$ cat src/rtl/point_loader.sv
// point_loader: producer side of the sort block's load interface.
// Collects one object point and six hexagon vertices from a serial {X,Y}
// coordinate stream, raises a single-cycle finish_load and then freezes
// the point registers until the sorter answers with finish_sort.
// Optional feature macro: LOADER_TIMEOUT_EN (abandon the wait after
// SORT_TIMEOUT cycles without finish_sort and pulse sort_timeout).
module point_loader #(
    parameter int COORD_W      = 10,
    parameter int SORT_TIMEOUT = 16
) (
    input  logic                   clk,
    input  logic                   reset,
    input  logic                   in_valid,
    input  logic [COORD_W-1:0]     in_X,
    input  logic [COORD_W-1:0]     in_Y,
    output logic                   in_ready,
    input  logic                   finish_sort,
    output logic [2*COORD_W-1:0]   obj,
    output logic [2*COORD_W-1:0]   G1,
    output logic [2*COORD_W-1:0]   G2,
    output logic [2*COORD_W-1:0]   G3,
    output logic [2*COORD_W-1:0]   G4,
    output logic [2*COORD_W-1:0]   G5,
    output logic [2*COORD_W-1:0]   G6,
    output logic                   finish_load,
    output logic                   busy,
    output logic                   set_valid,
    output logic                   sort_timeout
);

    localparam int PW = 2 * COORD_W;

    typedef enum logic [1:0] {
        S_IDLE = 2'd0,
        S_LOAD = 2'd1,
        S_FIRE = 2'd2,
        S_WAIT = 2'd3
    } state_t;

    state_t          r_state;
    state_t          w_state_nxt;
    logic [2:0]      r_cnt;
    logic [2:0]      w_cnt_nxt;
    logic            r_in_ready;
    logic            r_finish_load;
    logic            r_busy;
    logic            r_set_valid;
    logic            w_set_valid_nxt;
    logic [PW-1:0]   r_obj;
    logic [PW-1:0]   r_g [0:5];
    logic            w_accept;
    logic            w_timeout;
    logic [PW-1:0]   w_point;

    // A pair is taken only while the registered ready is high; nothing is buffered.
    assign w_accept = in_valid && r_in_ready;
    assign w_point  = {in_X, in_Y};

`ifdef LOADER_TIMEOUT_EN
    logic [7:0] r_wait_cnt;
    logic       r_sort_timeout;

    // finish_sort arriving on the last wait cycle takes priority over the timeout.
    assign w_timeout = (r_state == S_WAIT) && !finish_sort &&
                       (r_wait_cnt == 8'(SORT_TIMEOUT - 1));

    // Wait timer: held at zero outside S_WAIT, counts each cycle spent waiting.
    always_ff @(posedge clk or posedge reset) begin
        if (reset) begin
            r_wait_cnt <= 8'd0;
        end else if (r_state == S_WAIT) begin
            r_wait_cnt <= r_wait_cnt + 8'd1;
        end else begin
            r_wait_cnt <= 8'd0;
        end
    end

    // Registered one-cycle timeout pulse, aligned with the return to S_IDLE.
    always_ff @(posedge clk or posedge reset) begin
        if (reset) begin
            r_sort_timeout <= 1'b0;
        end else begin
            r_sort_timeout <= w_timeout;
        end
    end

    assign sort_timeout = r_sort_timeout;
`else
    // Without the timer the loader waits for finish_sort indefinitely.
    assign w_timeout    = 1'b0 & (SORT_TIMEOUT != 0);
    assign sort_timeout = 1'b0;
`endif

    // Next-state, load counter and set_valid decisions.
    always_comb begin
        w_state_nxt     = r_state;
        w_cnt_nxt       = r_cnt;
        w_set_valid_nxt = r_set_valid;
        case (r_state)
            S_IDLE: begin
                if (w_accept) begin
                    w_state_nxt     = S_LOAD;
                    w_cnt_nxt       = 3'd1;
                    w_set_valid_nxt = 1'b0;
                end else begin
                    w_state_nxt = S_IDLE;
                end
            end
            S_LOAD: begin
                if (w_accept) begin
                    if (r_cnt >= 3'd6) begin
                        // Sixth vertex stored: counter saturates, never wraps past G6.
                        w_state_nxt = S_FIRE;
                        w_cnt_nxt   = 3'd6;
                    end else begin
                        w_state_nxt = S_LOAD;
                        w_cnt_nxt   = r_cnt + 3'd1;
                    end
                end else begin
                    w_state_nxt = S_LOAD;
                end
            end
            S_FIRE: begin
                // finish_sort seen here is deliberately ignored.
                w_state_nxt = S_WAIT;
            end
            S_WAIT: begin
                if (finish_sort) begin
                    w_state_nxt     = S_IDLE;
                    w_cnt_nxt       = 3'd0;
                    w_set_valid_nxt = 1'b1;
                end else if (w_timeout) begin
                    w_state_nxt     = S_IDLE;
                    w_cnt_nxt       = 3'd0;
                    w_set_valid_nxt = 1'b0;
                end else begin
                    w_state_nxt = S_WAIT;
                end
            end
            default: begin
                w_state_nxt     = S_IDLE;
                w_cnt_nxt       = 3'd0;
                w_set_valid_nxt = 1'b0;
            end
        endcase
    end

    // State register plus status outputs registered from the next state.
    always_ff @(posedge clk or posedge reset) begin
        if (reset) begin
            r_state       <= S_IDLE;
            r_cnt         <= 3'd0;
            r_in_ready    <= 1'b1;
            r_finish_load <= 1'b0;
            r_busy        <= 1'b0;
            r_set_valid   <= 1'b0;
        end else begin
            r_state       <= w_state_nxt;
            r_cnt         <= w_cnt_nxt;
            r_in_ready    <= (w_state_nxt == S_IDLE) || (w_state_nxt == S_LOAD);
            r_finish_load <= (w_state_nxt == S_FIRE);
            r_busy        <= (w_state_nxt == S_LOAD) || (w_state_nxt == S_FIRE) ||
                             (w_state_nxt == S_WAIT);
            r_set_valid   <= w_set_valid_nxt;
        end
    end

    // Point capture: registers change only on an accepted pair, so the
    // sorter sees G1..G6 frozen from finish_load until the next set starts.
    always_ff @(posedge clk or posedge reset) begin
        if (reset) begin
            r_obj <= {PW{1'b0}};
            for (int i = 0; i < 6; i++) begin
                r_g[i] <= {PW{1'b0}};
            end
        end else if (w_accept) begin
            if (r_state == S_IDLE) begin
                r_obj <= w_point;
            end else if (r_state == S_LOAD) begin
                case (r_cnt)
                    3'd1:    r_g[0] <= w_point;
                    3'd2:    r_g[1] <= w_point;
                    3'd3:    r_g[2] <= w_point;
                    3'd4:    r_g[3] <= w_point;
                    3'd5:    r_g[4] <= w_point;
                    3'd6:    r_g[5] <= w_point;
                    default: ;
                endcase
            end
        end
    end

    assign in_ready    = r_in_ready;
    assign finish_load = r_finish_load;
    assign busy        = r_busy;
    assign set_valid   = r_set_valid;
    assign obj         = r_obj;
    assign G1          = r_g[0];
    assign G2          = r_g[1];
    assign G3          = r_g[2];
    assign G4          = r_g[3];
    assign G5          = r_g[4];
    assign G6          = r_g[5];

endmodule
$ cat config.mk
export PLATFORM = sky130hd
export DESIGN_NAME = point_loader
export DESIGN_NICKNAME = d
export VERILOG_FILES = /design/src/rtl/point_loader.sv
export SDC_FILE = /design/constraint.sdc
export NUM_CORES = 1
export LEC_CHECK = 0
export ABC_AREA = 1
export CAP_MARGIN = 20
export CORE_ASPECT_RATIO = 1.1
export CORE_MARGIN = 10
export CORE_UTILIZATION = 37
export DETAILED_ROUTE_END_ITERATION = 8
export PLACE_DENSITY = 0.64
export SETUP_SLACK_MARGIN = 0.1
export SKIP_LAST_GASP = 1
export SYNTH_ARGS = -nofsm -noshare
export SYNTH_HDL_FRONTEND = slang
export SYNTH_SLANG_ARGS = --single-unit
$ cat constraint.sdc
create_clock -name clk -period 6.9 [get_ports clk]
set_input_delay 1.38 -clock clk [delete_from_list [all_inputs] [get_ports clk]]
set_output_delay 1.38 -clock clk [all_outputs]
set_load 0.01 [all_outputs]
==> metrics.cfg <==
[synthesis]
synth-edff-count=0
synth_area_um2=5980
ys.flop_type=dfrtp_1
ys_async_sr_fraction_pct=100
yosysMostFrequentCell=nand2_1
yosysTopAreaCell=dfrtp_1
yosysSeqAreaShare_pct=62.4
syn_nets=710
yosys-top-cells-count=nand2_1 (326), dfrtp_1 (148), nand3_1 (126)
synth-seq-cells=149
syn_area_per_cell_um2=8.78
yosys_warnings=0
synthTopCellsByArea=dfrtp_1 (62%), nand2_1 (20%), nand3_1 (11%)
ys_types=16
synth_cells=681
yosysTopAreaCellShare_pct=61.9

[floorplan]
std_cell_rows=48
die_w_um=141
die_area_um2=21700
ios=169
initial_core_util_pct=37.9
coreArea_um2=15800
die_y_um=153

[clock_network]
cts_setup_buffers=0
clk_pin_slew_worst_paths_ns=0.06
cts_tree=yes
clock_latency_ns=0.41
cts_made_buffers=17
hold_buffers=0
root_buffer=clkbuf_16
cts.sinks=149
cts.htree.levels=4
cts_buffer_depth=2
postCtsResizedCells=0

[power_and_ir_drop]
ir_drop_mv=0.225
total_power_uw=4370
p_per_area_nw_per_um2=512
leakagePower_uw=0.00432

[global_route]
groute.usage.overall_pct=17.8
grt_pass1_vias=5248
grt_pass1_wl_mm=30.7
grt_max_degree=97
grt_overflow=0
antenna_found_initial=0

[min_path]
hold_class=reg -> reg
hold_start=G6[2]$_DFFE_PP0P_
worstHoldPathCells=2
hold_path_end=G6[2]$_DFFE_PP0P_

[timing]
period_share_pct=50.2
fmax_mhz=289
worst_slew_margin_rel_pct=40.8
skew_ns=0.00618
slew_viol_final=0
fin_crit_ns=3.46
hold_viol=0
finalSetupTns_ns=0
rsz0062_at_grt=false
finalSetupViolations=0
hold_ws_ns=0.467
worst_slew_pin_slew_ns=0.888

[routing]
wl_per_cell_um=18.1
antenna_left=0
drt-pass1-iter-count=5
drt_first_iter_violations=411
wl_mm=19.0
drc=0
vias_per_cell=4.89
vias=5132

[status]
status=finished, final reports clean

[layout]
diodes=0
fillerInstances=1467
area_delta_synth_final_pct=42.6
drive_gt1_share_pct=5.65
final_nets=865

[placement]
dpl.hpwl_mm=13.0
routabilityCongestion=0.863
io_buffers=167

[critical_path]
arrival_ns=3.76
crit_buf_inv=2
cp_common_cell=nand2_1
r2r_cells=6
cp_slowest_stage_delay_ns=0.53
critPathLaunchType=input pin
reg2reg_slack_ns=4.35
worstPathMaxFanout=29
r2r_start=in_ready$_DFF_PP1_
endpoint_kind=register
crit_required_ns=7.20
worstSetupPathType=in -> reg
critPathTopFamily=simple AND/OR/NAND/NOR gates
crit_slowest_cell=nand2_1
reg2reg_to=G6[7]$_DFFE_PP0P_
crit_chain=clkdlybuf4s50_1 -> nand2_1 -> nor2_2 -> buf_4 -> nand2_1 -> nand2_1 -> nand2_1

[flow_run]
drv_cap=0

## cell usage in the layout, fill, tap and decap left out, drive strengths merged
cell type	netlist	final
nand2	327	327
clkdlybuf4s50	0	167
dfrtp	148	148
nand3	126	126
clkbuf	16	24
inv	15	15
buf	26	11
nor2	11	11
bufinv	0	7
ha	5	5
a21oi	3	3
o21ai	2	2
conb	1	1
clkinv	0	1
dfstp	1	1
## worst min-delay path, stage by stage (launching register included)
cell	delay [ns]
dfrtp_1	0.34
nand2_1	0.05
nand2_1	0.04
## final cells by class
class / instances / area, um^2 / area share, %
clock buffer: 24 / 502 / 5.88
clock inverter: 8 / 215 / 2.52
inverter: 15 / 61.3 / 0.719
multi-input combinational: 475 / 2000 / 23.5
sequential: 149 / 3730 / 43.7
tap: 200 / 250 / 2.93
timing repair buffer: 178 / 1770 / 20.7
## stage by stage
step           util [%]  instances  area (um^2)  setup WS (ns)
3_5_place_dp       49.3       1016         7790           2.80
5_1_grt            54.0       1049         8530           3.23
6_report           54.0       1049         8530           3.44
3_3_place_gp       49.3       1016         7790           2.83
2_1_floorplan         -        681         5980           1.51
4_1_cts            53.9       1048         8510           3.25
## registers in the layout, indices dropped and copies added (netlist names)
name / cells
obj: 20
G3: 20
in_ready: 1
G4: 20
G1: 20
r_state: 2
r_cnt: 3
G5: 20
G6: 20
set_valid: 1
G2: 20
busy: 1
finish_load: 1
## power breakdown
part           internal [uW]  switching [uW]  leakage [uW]  total, uW
clock network            764             351      0.000351       1110
logic                    866             866       0.00206       1730
registers               1270             247       0.00191       1520
total                   2900            1460       0.00432       4370
## cells by family (layout without fill, tap and decap cells)
kind of cell,count (synthesis),count (layout),synth area share [%]
AOI/OAI and AO/OA,5,5,0.418
adders and majority gates,5,5,1.05
and+or+nand+nor,464,464,31.9
other,1,1,0.0627
buffers and inverters,57,225,4.21
DFF,149,149,62.4
## worst max-delay path by stage
stage               startpoint                  to  slack (ns)  cells past startpoint
floorplan                reset   G1[0]$_DFFE_PP0P_        1.51                      1
global placement      in_valid  G5[18]$_DFFE_PP0P_        2.83                      6
detailed placement    in_valid  G2[12]$_DFFE_PP0P_        2.80                      6
CTS                   in_valid   G2[2]$_DFFE_PP0P_        3.25                      6
global route          in_valid  G6[14]$_DFFE_PP0P_        3.23                      7
finish                in_valid   G6[7]$_DFFE_PP0P_        3.44                      7
## layer usage
layer	up-vias	part of all wire [%]	wire, um	track usage [%]
met4	0	1.2	223	5.27
li1	2457	-	-	-
met2	184	46	8690	26.9
met1	2474	44	8370	23.1
met5	-	0	0	0
met3	17	9.0	1710	6.82
(Power assumes the default switching activity.)
